[src/rtl/gfx_pkg.sv]
// Shared opcodes, FSM state encoding and operand sizing helpers for gfx_cmd_engine.
package gfx_pkg;

    localparam logic [7:0] OP_POINT = 8'h50;
    localparam logic [7:0] OP_LINE  = 8'h4C;
    localparam logic [7:0] OP_RECT  = 8'h52;

    typedef enum logic [1:0] {IDLE, LOAD, SETUP, EMIT} state_t;

    // Bytes per coordinate / colour field, little-endian on the byte stream.
    function automatic int NB(input int cw);
        return (cw + 7) / 8;
    endfunction

    function automatic int NC(input int colw);
        return (colw + 7) / 8;
    endfunction

    function automatic logic is_opcode(input logic [7:0] b);
        return (b == OP_POINT) || (b == OP_LINE) || (b == OP_RECT);
    endfunction

endpackage

[src/rtl/gfx_cmd_engine_bresenham_step.sv]
// One combinational Bresenham iteration: next (x, y, err) and whether (x, y) is the endpoint.
module bresenham_step
    import gfx_pkg::*;
#(
    parameter int CW = 8
) (
    input  logic [CW-1:0]        x,
    input  logic [CW-1:0]        y,
    input  logic [CW-1:0]        xe,
    input  logic [CW-1:0]        ye,
    input  logic signed [CW+1:0] err,
    input  logic signed [CW+1:0] dx,
    input  logic signed [CW+1:0] dy,
    input  logic                 sx,   // 1 = step towards smaller x
    input  logic                 sy,   // 1 = step towards smaller y
    output logic [CW-1:0]        x_next,
    output logic [CW-1:0]        y_next,
    output logic signed [CW+1:0] err_next,
    output logic                 done
);

    logic signed [CW+2:0] e2;
    logic signed [CW+2:0] dx_w;
    logic signed [CW+2:0] dy_w;

    // NOTE: blocking assignments here are intentional; err_next is accumulated
    // in program order, and every output gets a default first so no latch is inferred.
    always_comb begin
        e2       = {err, 1'b0};
        dx_w     = {dx[CW+1], dx};
        dy_w     = {dy[CW+1], dy};
        done     = (x == xe) && (y == ye);
        x_next   = x;
        y_next   = y;
        err_next = err;
        if (e2 >= dy_w) begin
            err_next = err_next + dy;
            x_next   = sx ? x - 1'b1 : x + 1'b1;
        end
        if (e2 <= dx_w) begin
            err_next = err_next + dx;
            y_next   = sy ? y - 1'b1 : y + 1'b1;
        end
    end

endmodule

[src/rtl/gfx_cmd_engine.sv]
// Byte-serial graphics command engine: collects point/line/rect operands and
// streams the rasterised (x, y, colour) pixels on a valid/ready port.
module gfx_cmd_engine
    import gfx_pkg::*;
#(
    parameter int CW   = 8,
    parameter int COLW = 8
) (
    input  logic            clk,
    input  logic            rst,
    input  logic [7:0]      cmd_data,
    input  logic            cmd_valid,
    output logic            cmd_ready,
    output logic [CW-1:0]   pix_x,
    output logic [CW-1:0]   pix_y,
    output logic [COLW-1:0] pix_color,
    output logic            pix_valid,
    input  logic            pix_ready,
    output logic            busy,
    output logic            err_cmd
);

    localparam int NBY  = NB(CW);
    localparam int NCY  = NC(COLW);
    localparam int TOT  = 4 * NBY + NCY;
    localparam int CNTW = $clog2(TOT);
    localparam logic [CNTW-1:0] LAST_SHORT = CNTW'(2 * NBY + NCY - 1);
    localparam logic [CNTW-1:0] LAST_LONG  = CNTW'(TOT - 1);

    typedef logic signed [CW+1:0] sword_t;

    state_t          state, state_nx;
    logic [7:0]      op;
    logic [CNTW-1:0] cnt;
    logic [8*TOT-1:0] opr;
    logic [CW-1:0]   x, y, xe, ye, xlo;
    logic [COLW-1:0] color;
    sword_t          err, dx, dy;
    logic            sx, sy;

    logic            accept, last_byte, is_rect, step_done, done, pix_fire;
    logic [CW-1:0]   bx_next, by_next;
    sword_t          berr_next;

    // After a full shift the fields sit as X0, Y0, X1, Y1, C. A point shifts in
    // fewer bytes, so its X, Y, C land in the X1, Y1, C slots.
    logic [CW-1:0]   f_x0, f_y0, f_x1, f_y1, f_xs, f_ys;
    logic [CW-1:0]   x_min, x_max, y_min, y_max;
    logic [COLW-1:0] f_c;
    sword_t          ddx, ddy, adx, ady;

    assign f_x0  = opr[0 +: CW];
    assign f_y0  = opr[8*NBY +: CW];
    assign f_x1  = opr[16*NBY +: CW];
    assign f_y1  = opr[24*NBY +: CW];
    assign f_c   = opr[32*NBY +: COLW];
    assign f_xs  = (op == OP_POINT) ? f_x1 : f_x0;
    assign f_ys  = (op == OP_POINT) ? f_y1 : f_y0;
    assign ddx   = $signed({2'b00, f_x1}) - $signed({2'b00, f_xs});
    assign ddy   = $signed({2'b00, f_y1}) - $signed({2'b00, f_ys});
    assign adx   = ddx[CW+1] ? -ddx : ddx;
    assign ady   = ddy[CW+1] ? -ddy : ddy;
    assign x_min = (f_x0 < f_x1) ? f_x0 : f_x1;
    assign x_max = (f_x0 < f_x1) ? f_x1 : f_x0;
    assign y_min = (f_y0 < f_y1) ? f_y0 : f_y1;
    assign y_max = (f_y0 < f_y1) ? f_y1 : f_y0;

    assign accept    = cmd_valid && cmd_ready;
    assign is_rect   = (op == OP_RECT);
    assign last_byte = (state == LOAD) && accept &&
                       (cnt == ((op == OP_POINT) ? LAST_SHORT : LAST_LONG));
    assign done      = is_rect ? ((x == xe) && (y == ye)) : step_done;
    assign pix_fire  = pix_valid && pix_ready;

    assign pix_x     = x;
    assign pix_y     = y;
    assign pix_color = color;

    bresenham_step #(.CW(CW)) u_step (
        .x        (x),
        .y        (y),
        .xe       (xe),
        .ye       (ye),
        .err      (err),
        .dx       (dx),
        .dy       (dy),
        .sx       (sx),
        .sy       (sy),
        .x_next   (bx_next),
        .y_next   (by_next),
        .err_next (berr_next),
        .done     (step_done)
    );

    always_ff @(posedge clk or posedge rst) begin
        if (rst) state <= IDLE;
        else     state <= state_nx;
    end

    always_comb begin
        state_nx = state;
        case (state)
            IDLE:    if (accept && is_opcode(cmd_data)) state_nx = LOAD;
            LOAD:    if (last_byte) state_nx = SETUP;
            SETUP:   state_nx = EMIT;
            EMIT:    if (pix_fire && done) state_nx = IDLE;
            default: state_nx = IDLE;
        endcase
    end

    // cmd_ready is masked by rst so the host sees it low while reset is held.
    always_comb begin
        cmd_ready = ((state == IDLE) || (state == LOAD)) && !rst;
        busy      = (state != IDLE);
        pix_valid = (state == EMIT);
    end

    always_ff @(posedge clk or posedge rst) begin
        if (rst) begin
            op      <= '0;
            cnt     <= '0;
            x       <= '0;
            y       <= '0;
            xe      <= '0;
            ye      <= '0;
            xlo     <= '0;
            color   <= '0;
            err     <= '0;
            dx      <= '0;
            dy      <= '0;
            sx      <= 1'b0;
            sy      <= 1'b0;
            err_cmd <= 1'b0;
        end else begin
            err_cmd <= (state == IDLE) && accept && !is_opcode(cmd_data);
            case (state)
                IDLE: begin
                    cnt <= '0;
                    if (accept) op <= cmd_data;
                end
                LOAD: if (accept) cnt <= cnt + 1'b1;
                SETUP: begin
                    color <= f_c;
                    if (is_rect) begin
                        x   <= x_min;
                        xlo <= x_min;
                        xe  <= x_max;
                        y   <= y_min;
                        ye  <= y_max;
                    end else begin
                        x   <= f_xs;
                        y   <= f_ys;
                        xe  <= f_x1;
                        ye  <= f_y1;
                        dx  <= adx;
                        dy  <= -ady;
                        sx  <= ddx[CW+1];
                        sy  <= ddy[CW+1];
                        err <= adx - ady;
                    end
                end
                EMIT: if (pix_fire && !done) begin
                    if (is_rect) begin
                        if (x == xe) begin
                            x <= xlo;
                            y <= y + 1'b1;
                        end else begin
                            x <= x + 1'b1;
                        end
                    end else begin
                        x   <= bx_next;
                        y   <= by_next;
                        err <= berr_next;
                    end
                end
                default: ;
            endcase
        end
    end

    // NOTE: the operand register has no reset; it is only read in SETUP,
    // after every byte it contributes has been freshly shifted in.
    always_ff @(posedge clk) begin
        if (accept && (state == LOAD)) opr <= {cmd_data, opr[8*TOT-1:8]};
    end

endmodule

[config.mk]
export PLATFORM = sky130hd
export DESIGN_NAME = gfx_cmd_engine
export DESIGN_NICKNAME = d
export VERILOG_FILES = /design/src/rtl/gfx_pkg.sv /design/src/rtl/gfx_cmd_engine_bresenham_step.sv /design/src/rtl/gfx_cmd_engine.sv
export SDC_FILE = /design/constraint.sdc
export NUM_CORES = 1
export LEC_CHECK = 0
export BUFFER_PORTS_ARGS = -buffer_cell sky130_fd_sc_hd__buf_4
export CORE_MARGIN = 2
export CORE_UTILIZATION = 47
export DETAILED_ROUTE_END_ITERATION = 12
export PLACE_DENSITY_LB_ADDON = 0.2
export SKIP_CTS_REPAIR_TIMING = 1
export SYNTH_ARGS = -nofsm -noshare
export SYNTH_HDL_FRONTEND = slang
export SYNTH_SLANG_ARGS = --single-unit
[constraint.sdc]
create_clock -name clk -period 12.3 [get_ports clk]
set_input_delay 2.46 -clock clk [delete_from_list [all_inputs] [get_ports clk]]
set_output_delay 2.46 -clock clk [all_outputs]
set_load 0.005 [all_outputs]
Yosys cells after proc, flatten, opt, wreduce, memory -nomap -nowiden:

Cells that the tools add are included.

* register bits: 134
* input port bits: 12
* word-level logic and storage cells: 121

* reductions and logical operators: 29
* order comparisons: 4
* bitwise gates (word level): 1
* muxes and demuxes: 37
* equal/unequal tests: 21
* add/sub/neg operators: 13

Operators by type and width (number)
* two-way mux 8 bit: 20
* two-way mux 10 bit: 7
* equality test 8 x 7 -> 1 bit, second input constant: 5
* one-hot mux 8 bit (2 select lines): 2
* adder 10 bit: 2
* negation 9 -> 10 bit: 2
* one-hot mux 10 bit (2 select lines): 1
* subtractor 8 x 8 -> 9 bit: 2
* adder 8 x 1 -> 8 bit, second input constant: 2
* equality test 8 bit: 2
* less-than comparator 8 bit: 2
* subtractor 8 x 1 -> 8 bit, second input constant: 2
* greater-or-equal comparator 11 x 10 -> 1 bit: 1
* <= comparator 11 x 10 -> 1 bit: 1
* logical AND 1 bit: 11
* != test 2 bit, second input constant: 5
* negation 10 bit: 1
* subtractor 10 bit: 1
* one-hot mux 2 bit (4 select lines): 1
* AND reduction 2 bit: 4
* AND reduction 4 bit: 2
* two-way mux 2 bit: 3
* two-way mux 3 bit: 2
* != test 3 x 1 -> 1 bit, second input constant: 2
* 13 further kinds: 22

Depth between registers and ports, before layout:

Gate-level depths: netlist of run 1.

* depth in word-level cells: 8
* depth in mapped cells: 28
* depth with buffers taken out: 26

Modules after synthesis:

A second synthesis of run 1 with hierarchy kept.

* cell total of the unflattened synthesis: 1168
* area total of the unflattened synthesis: 10755.3 µm²

Modules (own cells, without submodules)
* gfx_cmd_engine: cells each 864, instances 1, area each 8375.5 µm², seq. area each 3553.4 µm²
* bresenham_step: cells each 304, instances 1, area each 2379.8 µm², seq. area each 0.0 µm²

Worst setup path after synthesis of run 1:

No wires, ideal clock.

* path type: input -> register
* from: input port rst
* to: register state[1]
* library setup time: 125 ps
* data required time: 12175 ps
* path buffers: 0
* data arrival time: 5400 ps
* stages on the path: 5
* setup slack: 6776 ps
* cell sequence: inv_1 nand2_1 o31ai_1 nand3_1 mux2_2

* longest elaborated chain between the ends: 7
* elaborated cells on any way between the ends: 9
* those cells by class: eq/ne (2); reduce/logical (7)

RTL lines
* start, declared: RTL line gfx_cmd_engine.sv:10 `input logic rst,`
* zero test 1 bit (no line) (*)
* logical AND 1 bit (*): RTL line gfx_cmd_engine.sv:113 `cmd_ready = ((state == IDLE) || (state == LOAD)) && !rst;`
* logical AND 1 bit (*): RTL line gfx_cmd_engine.sv:68 `assign accept = cmd_valid && cmd_ready;`
* logical AND 1 bit (2 in series): RTL line gfx_cmd_engine.sv:70 `assign last_byte = (state == LOAD) && accept &&`
* != test 2 bit (no line)
* AND reduction 3 bit (no line) (*)
* end signal, assigned: RTL line gfx_cmd_engine.sv:97 `else state <= state_nx;`
* end, declared: RTL line gfx_cmd_engine.sv:32 `state_t state, state_nx;`

Mark *: on every way between the ends. The rest lies on a longest branch, timed or not.
A chain may end at the register's enable or synchronous reset.

Final worst setup path of run 1:

* from: register op[5]
* to: register err[7]

* longest elaborated chain between the ends: 8
* elaborated cells on any way between the ends: 16
* those cells by class: add/sub (5); eq/ne (4); mux (6); reduce/logical (1)

RTL lines
* start, declared: RTL line gfx_cmd_engine.sv:33 `logic [7:0] op;`
* start signal, assigned: RTL line gfx_cmd_engine.sv:139 `if (accept) op <= cmd_data;`
* equality test 8 x 7 -> 1 bit (*): RTL line gfx_cmd_engine.sv:57 `assign f_xs = (op == OP_POINT) ? f_x1 : f_x0;`
* two-way mux 8 bit (*): RTL line gfx_cmd_engine.sv:57
* subtractor 8 x 8 -> 9 bit (*): RTL line gfx_cmd_engine.sv:59 `assign ddx = $signed({2'b00, f_x1}) - $signed({2'b00, f_xs});`
* negation 9 -> 10 bit: RTL line gfx_cmd_engine.sv:61 `assign adx = ddx[CW+1] ? -ddx : ddx;`
* two-way mux 10 bit (*): RTL line gfx_cmd_engine.sv:61
* via adx[1]: RTL line gfx_cmd_engine.sv:50 `sword_t ddx, ddy, adx, ady;`
* subtractor 10 bit (*): RTL line gfx_cmd_engine.sv:159 `err <= adx - ady;`
* two-way mux 10 bit (*): RTL line gfx_cmd_engine.sv:144 `if (is_rect) begin`
* one-hot mux 10 bit (2 select lines) (*): RTL line gfx_cmd_engine.sv:136 `case (state)`
* end signal, assigned: RTL line gfx_cmd_engine.sv:159
* end signal, assigned: RTL line gfx_cmd_engine.sv:173 `err <= berr_next;`
* end, declared: RTL line gfx_cmd_engine.sv:38 `sword_t err, dx, dy;`

The timed path passes the listed nets; every way through them passes the cells marked *. The select of a mux whose other input is x is not followed.

==> results of run 1 <==
sequential cells by signal (all words and copies together), names as in the netlist, 3 cells and up:
register and flops:
cnt 3, dx 10, dy 10, err 10, op 8, opr 40, pix_color 8, pix_x 8
pix_y 8, xe 8, xlo 8, ye 8
through the flow:
| step | util | instance area (um2) | total power, mW | setup WS, ns | hold WS (ns) |
|---|---|---|---|---|---|
| floorplan | - | 9960 | 2.29 | 6.78 | 0.420 |
| global placement | 0.503 | 10500 | 2.75 | 5.90 | 0.431 |
| detailed placement | 0.503 | 10500 | 2.78 | 5.65 | 0.437 |
| CTS | 0.532 | 11100 | 3.33 | 5.63 | 0.448 |
| global route | 0.532 | 11100 | 3.65 | 5.09 | 0.462 |
| finish | 0.532 | 11100 | 3.34 | 5.55 | 0.446 |
kinds of logic after synthesis:
group           share of synthesized area
xor+xnor                           0.0647
simple gates                        0.161
flops                               0.357
fa+ha+maj                           0.119
buf+inv                            0.0420
compound gates                      0.197
mux                                0.0587
how the worst max path moves through the flow:
stage               cells after the start        to  slack, ns  start
CTS                                    25    err[7]       5.63  op[7]
global route                           25    err[7]       5.09  op[5]
floorplan                               5  state[1]       6.78    rst
global placement                       25    err[7]       5.90  op[5]
finish                                 25    err[7]       5.55  op[5]
detailed placement                     25    err[7]       5.65  op[5]
cell type report:
| cell class | count | area, um2 | share of cell area |
|---|---|---|---|
| Inverter | 69 | 262 | 0.0235 |
| Clock inverter | 14 | 188 | 0.0169 |
| Clock buffer | 18 | 429 | 0.0386 |
| Timing Repair Buffer | 47 | 353 | 0.0317 |
| Tap cell | 275 | 344 | 0.0309 |
| Sequential cell | 134 | 3550 | 0.319 |
| Multi-Input combinational cell | 858 | 5990 | 0.539 |
cell usage in the layout, fill, tap and decap left out, drive strengths merged, types with 6 or more instances in the layout:
cell type,synthesis,layout
buf,2,47
o21ai,93,93
nor3,19,19
mux2,35,35
a31oi,24,24
xor2,22,22
edfxtp,40,40
nor2b,15,15
o211ai,10,10
o31ai,7,7
dfrtp,94,94
nand2,100,100
a21oi,67,67
o21a,9,9
a21boi,8,8
o22ai,6,6
xnor2,49,49
or2,9,9
clkbuf,40,18
ha,86,86
inv,68,76
nor2,80,80
and3,19,19
nor4,8,8
a21o,23,23
and2,8,8
a211oi,12,12
nand3,35,35
mux2i,19,19
worst max-delay path: cells and delay by family, from the launching register on:
family	cells	cell delay, ns
AOI/OAI and AO/OA	10	2.50
xor gates and xnor gates	1	0.07
adders and majority gates	4	1.17
buffers and inverters	2	0.15
DFF	1	0.40
and+or+nand+nor	8	2.37
per-layer routing:
layer  global-route usage  vias to the layer above
met4               0.0586                        0
met2                0.369                      271
met3               0.0591                       28
met1                0.350                     4011
met5                    0                        -
li1                     -                     4069
power breakdown:
| part | total (mW) | switching [mW] | leakage, nW | internal [mW] |
|---|---|---|---|---|
| Combinational | 1.97 | 1.07 | 3.01 | 0.902 |
| Sequential | 0.827 | 0.204 | 1.50 | 0.623 |
| Clock | 0.543 | 0.217 | 0.301 | 0.326 |
==> qor.yml, run 1 <==
hold-path-endpoint: "opr[28]"
critPathRequiredTime_ns: 12.61
routed-wl-met3_mm: 1.86
min_period_ns: 6.75
yosysMostFrequentCell: "nand2_1"
yosysTopAreaCell: "dfrtp_1"
fin_setup_tns_ns: 0
viasPerCell: 5.92
dr.max_layer_used: "met4"
crit-reg2reg-capture: "err[7]"
yosysWarnings: 0
syn_area_mm2: 0.00996
reg2regPathDepth: 25
cts_buffers: 17
die_h_um: 150
grt_overflow: 0
met1_length_mm: 12.4
diodes: 0
maxCapViolations: 0
slew_headroom: 0.240
grt_first_pass_wirelength_mm: 42.6
start_util: 0.477
cp-start-kind: "flip-flop"
grt_use_total: 0.243
clk_latency_ns: 0.43
synthDistinctLibCells: 74
grt_pass1_vias: 8080
netlist_instances: 1103
synthTopCellsByCount: "nand2_1, dfrtp_1, o21ai_0"
dr.first_iter.drc_count: 671
hp-start: "opr[36]"
drt.antenna.violating_nets: 0
clockRootBuffer: "clkbuf_16"
crit_type: "reg2reg"
wl_mm: 25.9
slowest_delay_ns: 0.95
setup_violations: 0
synth-main-ff-cell: "dfrtp_1"
grt_setup_unrepaired: "no"
cts_buffer_depth: 2
core-area_mm2: 0.0209
num_vias: 8379
grt_max_degree: 63
io_pins: 40
wl_met2_mm: 11.4
layout.nets: 1230
synth-edff-count: 40
numPlacedInstances: 1383
dpl.hpwl_mm: 19.4
whs_path_depth: 0
synthTopCellsByArea: "dfrtp_1, edfxtp_1, ha_1"
finalClockSkew_ns: 0.0163
holdCritPathClass: "reg2reg"
slew_viol_final: 0
yosysSeqAreaShare: 0.357
gp_congestion: 0.945
dieArea_mm2: 0.0224
r2r-start: "op[5]"
finalHoldViolCount: 0
drive_gt1_frac: 0.118
synthesis.nets: 1206
r2r_setup_slack_ns: 5.55
numPortBuffers: 39
post-route-period-util: 0.549
n_fill_cell: 1960
worst_ep_arrival_time_ns: 7.06
antenna_found_initial: 0
worst_pin_slew_ns: 1.12
wl_per_cell_um: 18.3
drc_errors: 0
clkTransAtPathRegs_ns: 0.06
layout.cells.non_filler: 1415
cts.sinks: 134
power_density_mw_per_mm2: 300
fmax_mhz: 148
crit_path_max_fanout: 28
synth_top_area_frac: 0.236
syn2layout_area_growth_pct: 11.7
h-tree-depth: 4
peakVddDrop_v: 0.000113
outcome: "completed"
syn_area_per_cell_um2: 9.03
rows: 53
ys_seq_elements: 134
cp-end-kind: "flip-flop"
tritoncts: "done"
drtPass1Iterations: 5
die_w_um: 150
leakage_nw: 4.81
critPathSlowestCell: "nor4bb_1"
synthArstFlopShare: 0.701
(Power assumes the default switching activity.)
==> inputs of run 2 (changes only) <==
==> constraint.sdc (replaced) <==
create_clock -name clk -period 6.28 [get_ports clk]
set_input_delay 1.256 -clock clk [delete_from_list [all_inputs] [get_ports clk]]
set_output_delay 1.256 -clock clk [all_outputs]
set_load 0.005 [all_outputs]
==> run 2 against run 1 <==
  * Sequential power rose by 96%
  * Non-clock buffer count rose by 2
  * Worst setup slack got worse by 4.7 ns
  * Register-to-register slack got worse by 4.7 ns
  * Sequential share of layout area fell by 0.20 points
  * Global-route usage fell by 0.069 points
  * Critical path type unchanged
==> qor.yml, run 2 (synthesis results as in run 1) <==
h-tree-depth: 4
worst_pin_slew_ns: 1.06
drt.antenna.violating_nets: 0
leakage_nw: 4.85
clockRootBuffer: "clkbuf_16"
syn2layout_area_growth_pct: 12.3
drtPass1Iterations: 5
grt_pass1_vias: 7857
clkPwrFrac: 0.173
antenna_found_initial: 0
p_sw_frac: 0.439
pre_cts_slack_ns: 0.927
fmax_mhz: 186
worst_ep_arrival_time_ns: 5.69
grt_setup_unrepaired: "no"
slowest_delay_ns: 0.48
gp_congestion: 0.922
cp_cell_sequence: "nor4_4 -> nand2_1 -> buf_4 -> o21ai_0 -> ha_1 -> inv_1 -> fa_1 -> a21oi_1 -> nor3_1 -> o211ai_1 -> and2_1 -> mux2i_1 -> inv_1 -> fa_1 -> nor2b_1 -> o21ai_0 -> nand2_1 -> a21o_1 -> a21oi_1 -> a311o_1 -> a22oi_1 -> or3_1 -> nand3_1"
grt_use_total: 0.242
outcome: "completed"
largest_register_ffs: 40
cts_buffer_depth: 2
num_vias: 8358
diodes: 0
wl_mm: 25.9
pwr-share-seq: 0.245
die_h_um: 150
grt_max_degree: 67
cp-start-kind: "flip-flop"
finalClockSkew_ns: 0.0169
post-route-period-util: 0.857
grt_first_pass_wirelength_mm: 42.2
final_common_cell: "nand2_1"
p_switching_mw: 2.91
p_comb_frac: 0.583
slew_viol_final: 0
cts.sinks: 134
crit_path_max_fanout: 27
largest_register: "opr"
numPortBuffers: 39
peakVddDrop_v: 0.000265
fin_ws_ns: 0.899
rows: 53
core-area_mm2: 0.0209
most-common-layout-cells: "nand2_1, dfrtp_1, o21ai_0"
min_period_ns: 5.38
crit_type: "reg2reg"
maxCapViolations: 0
dr.first_iter.drc_count: 754
grt_overflow: 0
holdCritPathClass: "reg2reg"
dpl.hpwl_mm: 19.5
fin_setup_tns_ns: 0
slew_headroom: 0.290
layout.nets: 1232
io_pins: 40
finalHoldViolCount: 0
clkTransAtPathRegs_ns: 0.06
cts_buffers: 17
n_fill_cell: 1943
wl_per_cell_um: 18.3
setup_violations: 0
viasPerCell: 5.90
cp-end-kind: "flip-flop"
p_int_mw: 3.72
start_util: 0.477
power_density_mw_per_mm2: 593
die_w_um: 150
clk_latency_ns: 0.43
dieArea_mm2: 0.0224
critPathRequiredTime_ns: 6.59
tritoncts: "done"
drive_gt1_frac: 0.119
drc_errors: 0
whs_ns: 0.448
critPathSlowestCell: "nor4_4"
-- run 2: changes by cell type in the layout (fill, tap and decap cells not counted), sizes merged --
cell      change
inv           -4
clkinv        +2
buf           +2
bufinv        +2
clkbuf        +1
clkinvlp      -1
-- run 2: stage by stage --
stage,instance area (um2),power [mW],util,std cells
floorplan,9960,4.48,-,1103
global placement,10500,5.38,0.504,1385
detailed placement,10500,5.45,0.504,1385
CTS,11200,6.63,0.536,1417
global route,11200,7.21,0.536,1417
finish,11200,6.63,0.536,1417
-- run 2: layout make-up --
type                    count  area, um2  share of cell area
clock buffers              19        454              0.0406
well taps                 275        344              0.0307
repair buffers             49        368              0.0329
inverters                  69        262              0.0234
multi-input cells         858       5990               0.536
clock inverters            13        216              0.0193
flip-flops and latches    134       3550               0.318
-- run 2: power by group through the flow --
stage,Clock (mW),Sequential (mW),Combinational [mW]
6_report,1.14,1.62,3.87
5_1_grt,1.19,1.67,4.35
4_1_cts,1.16,1.61,3.86
3_5_place_dp,0,1.63,3.83
3_3_place_gp,0,1.62,3.76
2_1_floorplan,0,1.46,3.02
-- run 2: worst paths after layout --
path                          from            to  slack [ns]  depth (start not counted)
setup / recovery             op[1]        err[8]        0.90                         23
hold reg to reg            opr[37]       opr[29]        0.45                          0
setup reg to reg             op[1]        err[8]        0.90                         23
min in group asynchronous      rst  pix_color[2]        0.82                          2
hold / removal             opr[37]       opr[29]        0.45                          0
max in group asynchronous      rst            sx        4.18                          3
-- run 2: metal layers --
layer / global-route usage / up-vias / routed length (um)
met5: 0 / - / 0
met4: 0.0671 / 0 / 396
met1: 0.355 / 4030 / 12500
li1: - / 4072 / -
met3: 0.0436 / 29 / 1600
met2: 0.368 / 227 / 11400
-- run 2: worst max-delay path, delay by kind of cell, from the launching register on --
family,cells,cell delay (ns)
mux,1,0.36
buf+inv,3,0.41
flops,1,0.44
fa+ha+maj,3,1.03
compound gates,8,1.61
simple gates,8,1.40
==> inputs of run 3 (changes only) <==
--- a/config.mk
+++ b/config.mk
@@ -5,10 +5,10 @@
 export SDC_FILE = /design/constraint.sdc
 export NUM_CORES = 1
 export LEC_CHECK = 0
-export BUFFER_PORTS_ARGS = -buffer_cell sky130_fd_sc_hd__buf_4
 export CORE_MARGIN = 2
 export CORE_UTILIZATION = 47
 export DETAILED_ROUTE_END_ITERATION = 12
+export DONT_BUFFER_PORTS = 1
 export PLACE_DENSITY_LB_ADDON = 0.2
 export SKIP_CTS_REPAIR_TIMING = 1
 export SYNTH_ARGS = -nofsm -noshare
==> run 3 against run 2 <==
  * Non-clock buffer count is 39 lower
  * Cell count is 2.8% lower
  * Hold slack worse by 0.0032 ns
  * Critical path type unchanged
  * Worst setup slack worse by 0.0086 ns
  * Maximum frequency is 0.16% lower
  * Largest cell class unchanged
==> qor.yml, run 3 (synthesis results as in run 1) <==
outcome: "completed"
numPortBuffers: 0
wl_per_cell_um: 18.8
viasPerCell: 5.93
rows: 53
crit_type: "reg2reg"
start_util: 0.477
clockRootBuffer: "clkbuf_16"
pwr-share-seq: 0.257
num_vias: 8167
final_common_cell: "nand2_1"
antenna_found_initial: 0
setup_violations: 0
layout.nets: 1193
io_pins: 40
worst_ep_arrival_time_ns: 5.69
clkPwrFrac: 0.164
die_w_um: 150
gp_congestion: 0.916
h-tree-depth: 4
met1_length_mm: 12.4
routed-wl-met3_mm: 1.87
grt_max_degree: 50
worst_pin_slew_ns: 1.15
clk_latency_ns: 0.43
grt_setup_unrepaired: "no"
wl_mm: 25.9
syn2layout_area_growth_pct: 8.92
leakage_nw: 4.62
wl_met2_mm: 11.3
fmax_mhz: 186
p_int_mw: 3.52
grt_pass1_vias: 7688
slew_viol_final: 0
largest_register: "opr"
p_comb_frac: 0.579
tritoncts: "done"
critPathRequiredTime_ns: 6.58
power_density_mw_per_mm2: 591
min_period_ns: 5.39
grt_first_pass_wirelength_mm: 41.9
slew_headroom: 0.229
dpl.hpwl_mm: 19.5
drive_gt1_frac: 0.0898
finalHoldViolCount: 0
post-route-period-util: 0.858
dieArea_mm2: 0.0224
most-common-layout-cells: "nand2_1, dfrtp_1, o21ai_0"
grt_use_total: 0.242
cts_buffers: 17
fin_setup_tns_ns: 0
drtPass1Iterations: 5
seq_area_mm2: 0.00355
diodes: 0
maxCapViolations: 0
peakVddDrop_v: 0.000232
p_switching_mw: 2.89
p_total_mw: 6.41
multi_input_area_mm2: 0.00600
drc_errors: 0
p_sw_frac: 0.451
dr.max_layer_used: "met4"
cts.sinks: 134
largest_register_ffs: 40
finalClockSkew_ns: 0.00886
drt.antenna.violating_nets: 0
crit_path_max_fanout: 27
dr.first_iter.drc_count: 614
clkTransAtPathRegs_ns: 0.06
grt_overflow: 0
n_fill_cell: 1959
core-area_mm2: 0.0209
die_h_um: 150
holdCritPathClass: "reg2reg"
cp-end-kind: "flip-flop"
cp-start-kind: "flip-flop"
cts_buffer_depth: 2
[run 3: layout make-up]
class / instances / area share
multi-input cells: 858 / 0.553
flip-flops and latches: 134 / 0.328
clock buffers: 17 / 0.0392
well taps: 275 / 0.0317
inverters: 69 / 0.0241
clock inverters: 15 / 0.0179
repair buffers: 10 / 0.00692
[run 3: stage by stage]
stage                     hold slack, ns  setup WS [ns]   util  area (um2)  instances
after floorplan                    0.420           1.04      -        9960       1103
after global placement             0.426           1.10  0.490       10200       1346
after detailed placement           0.429          0.951  0.490       10200       1346
after CTS                          0.445          0.947  0.519       10800       1378
after global routing               0.461          0.442  0.519       10800       1378
final                              0.445          0.891  0.519       10800       1378
[run 3: power by group through the flow]
stage	sequential (mW)	clock, mW	combinational (mW)
after CTS	1.65	1.07	3.70
after global routing	1.70	1.11	4.20
final	1.65	1.05	3.71
after detailed placement	1.66	0	3.67
after floorplan	1.46	0	3.02
after global placement	1.65	0	3.63
[run 3: metal layers]
layer | vias to the layer above | track usage
li1 | 3990 | -
met3 | 25 | 0.0567
met1 | 3889 | 0.348
met4 | 0 | 0.0600
met5 | - | 0
met2 | 263 | 0.367
[run 3: worst paths after layout]
| check | startpoint | endpoint | slack [ns] | depth (start not counted) |
|---|---|---|---|---|
| worst min-delay path | opr[36] | opr[28] | 0.45 | 0 |
| min in group asynchronous | rst | err_cmd | 0.76 | 1 |
| worst max-delay path | op[1] | err[8] | 0.89 | 23 |
| max in group asynchronous | rst | dx[0] | 4.42 | 2 |
| worst min register to register | opr[36] | opr[28] | 0.45 | 0 |
| worst max register to register | op[1] | err[8] | 0.89 | 23 |
[run 3: critical path, stage by stage, from the launching register on]
cell      delay, ns
dfrtp_1        0.44
nor4_4         0.48
nand2_1        0.15
buf_4          0.24
o21ai_0        0.19
ha_1           0.20
inv_1          0.05
fa_1           0.39
a21oi_1        0.19
nor3_1         0.07
o211ai_1       0.37
and2_1         0.25
mux2i_1        0.37
inv_1          0.11
fa_1           0.44
nor2b_1        0.12
o21ai_0        0.07
nand2_1        0.11
a21o_1         0.13
a21oi_1        0.10
a311o_1        0.36
a22oi_1        0.19
or3_1          0.14
nand3_1        0.07
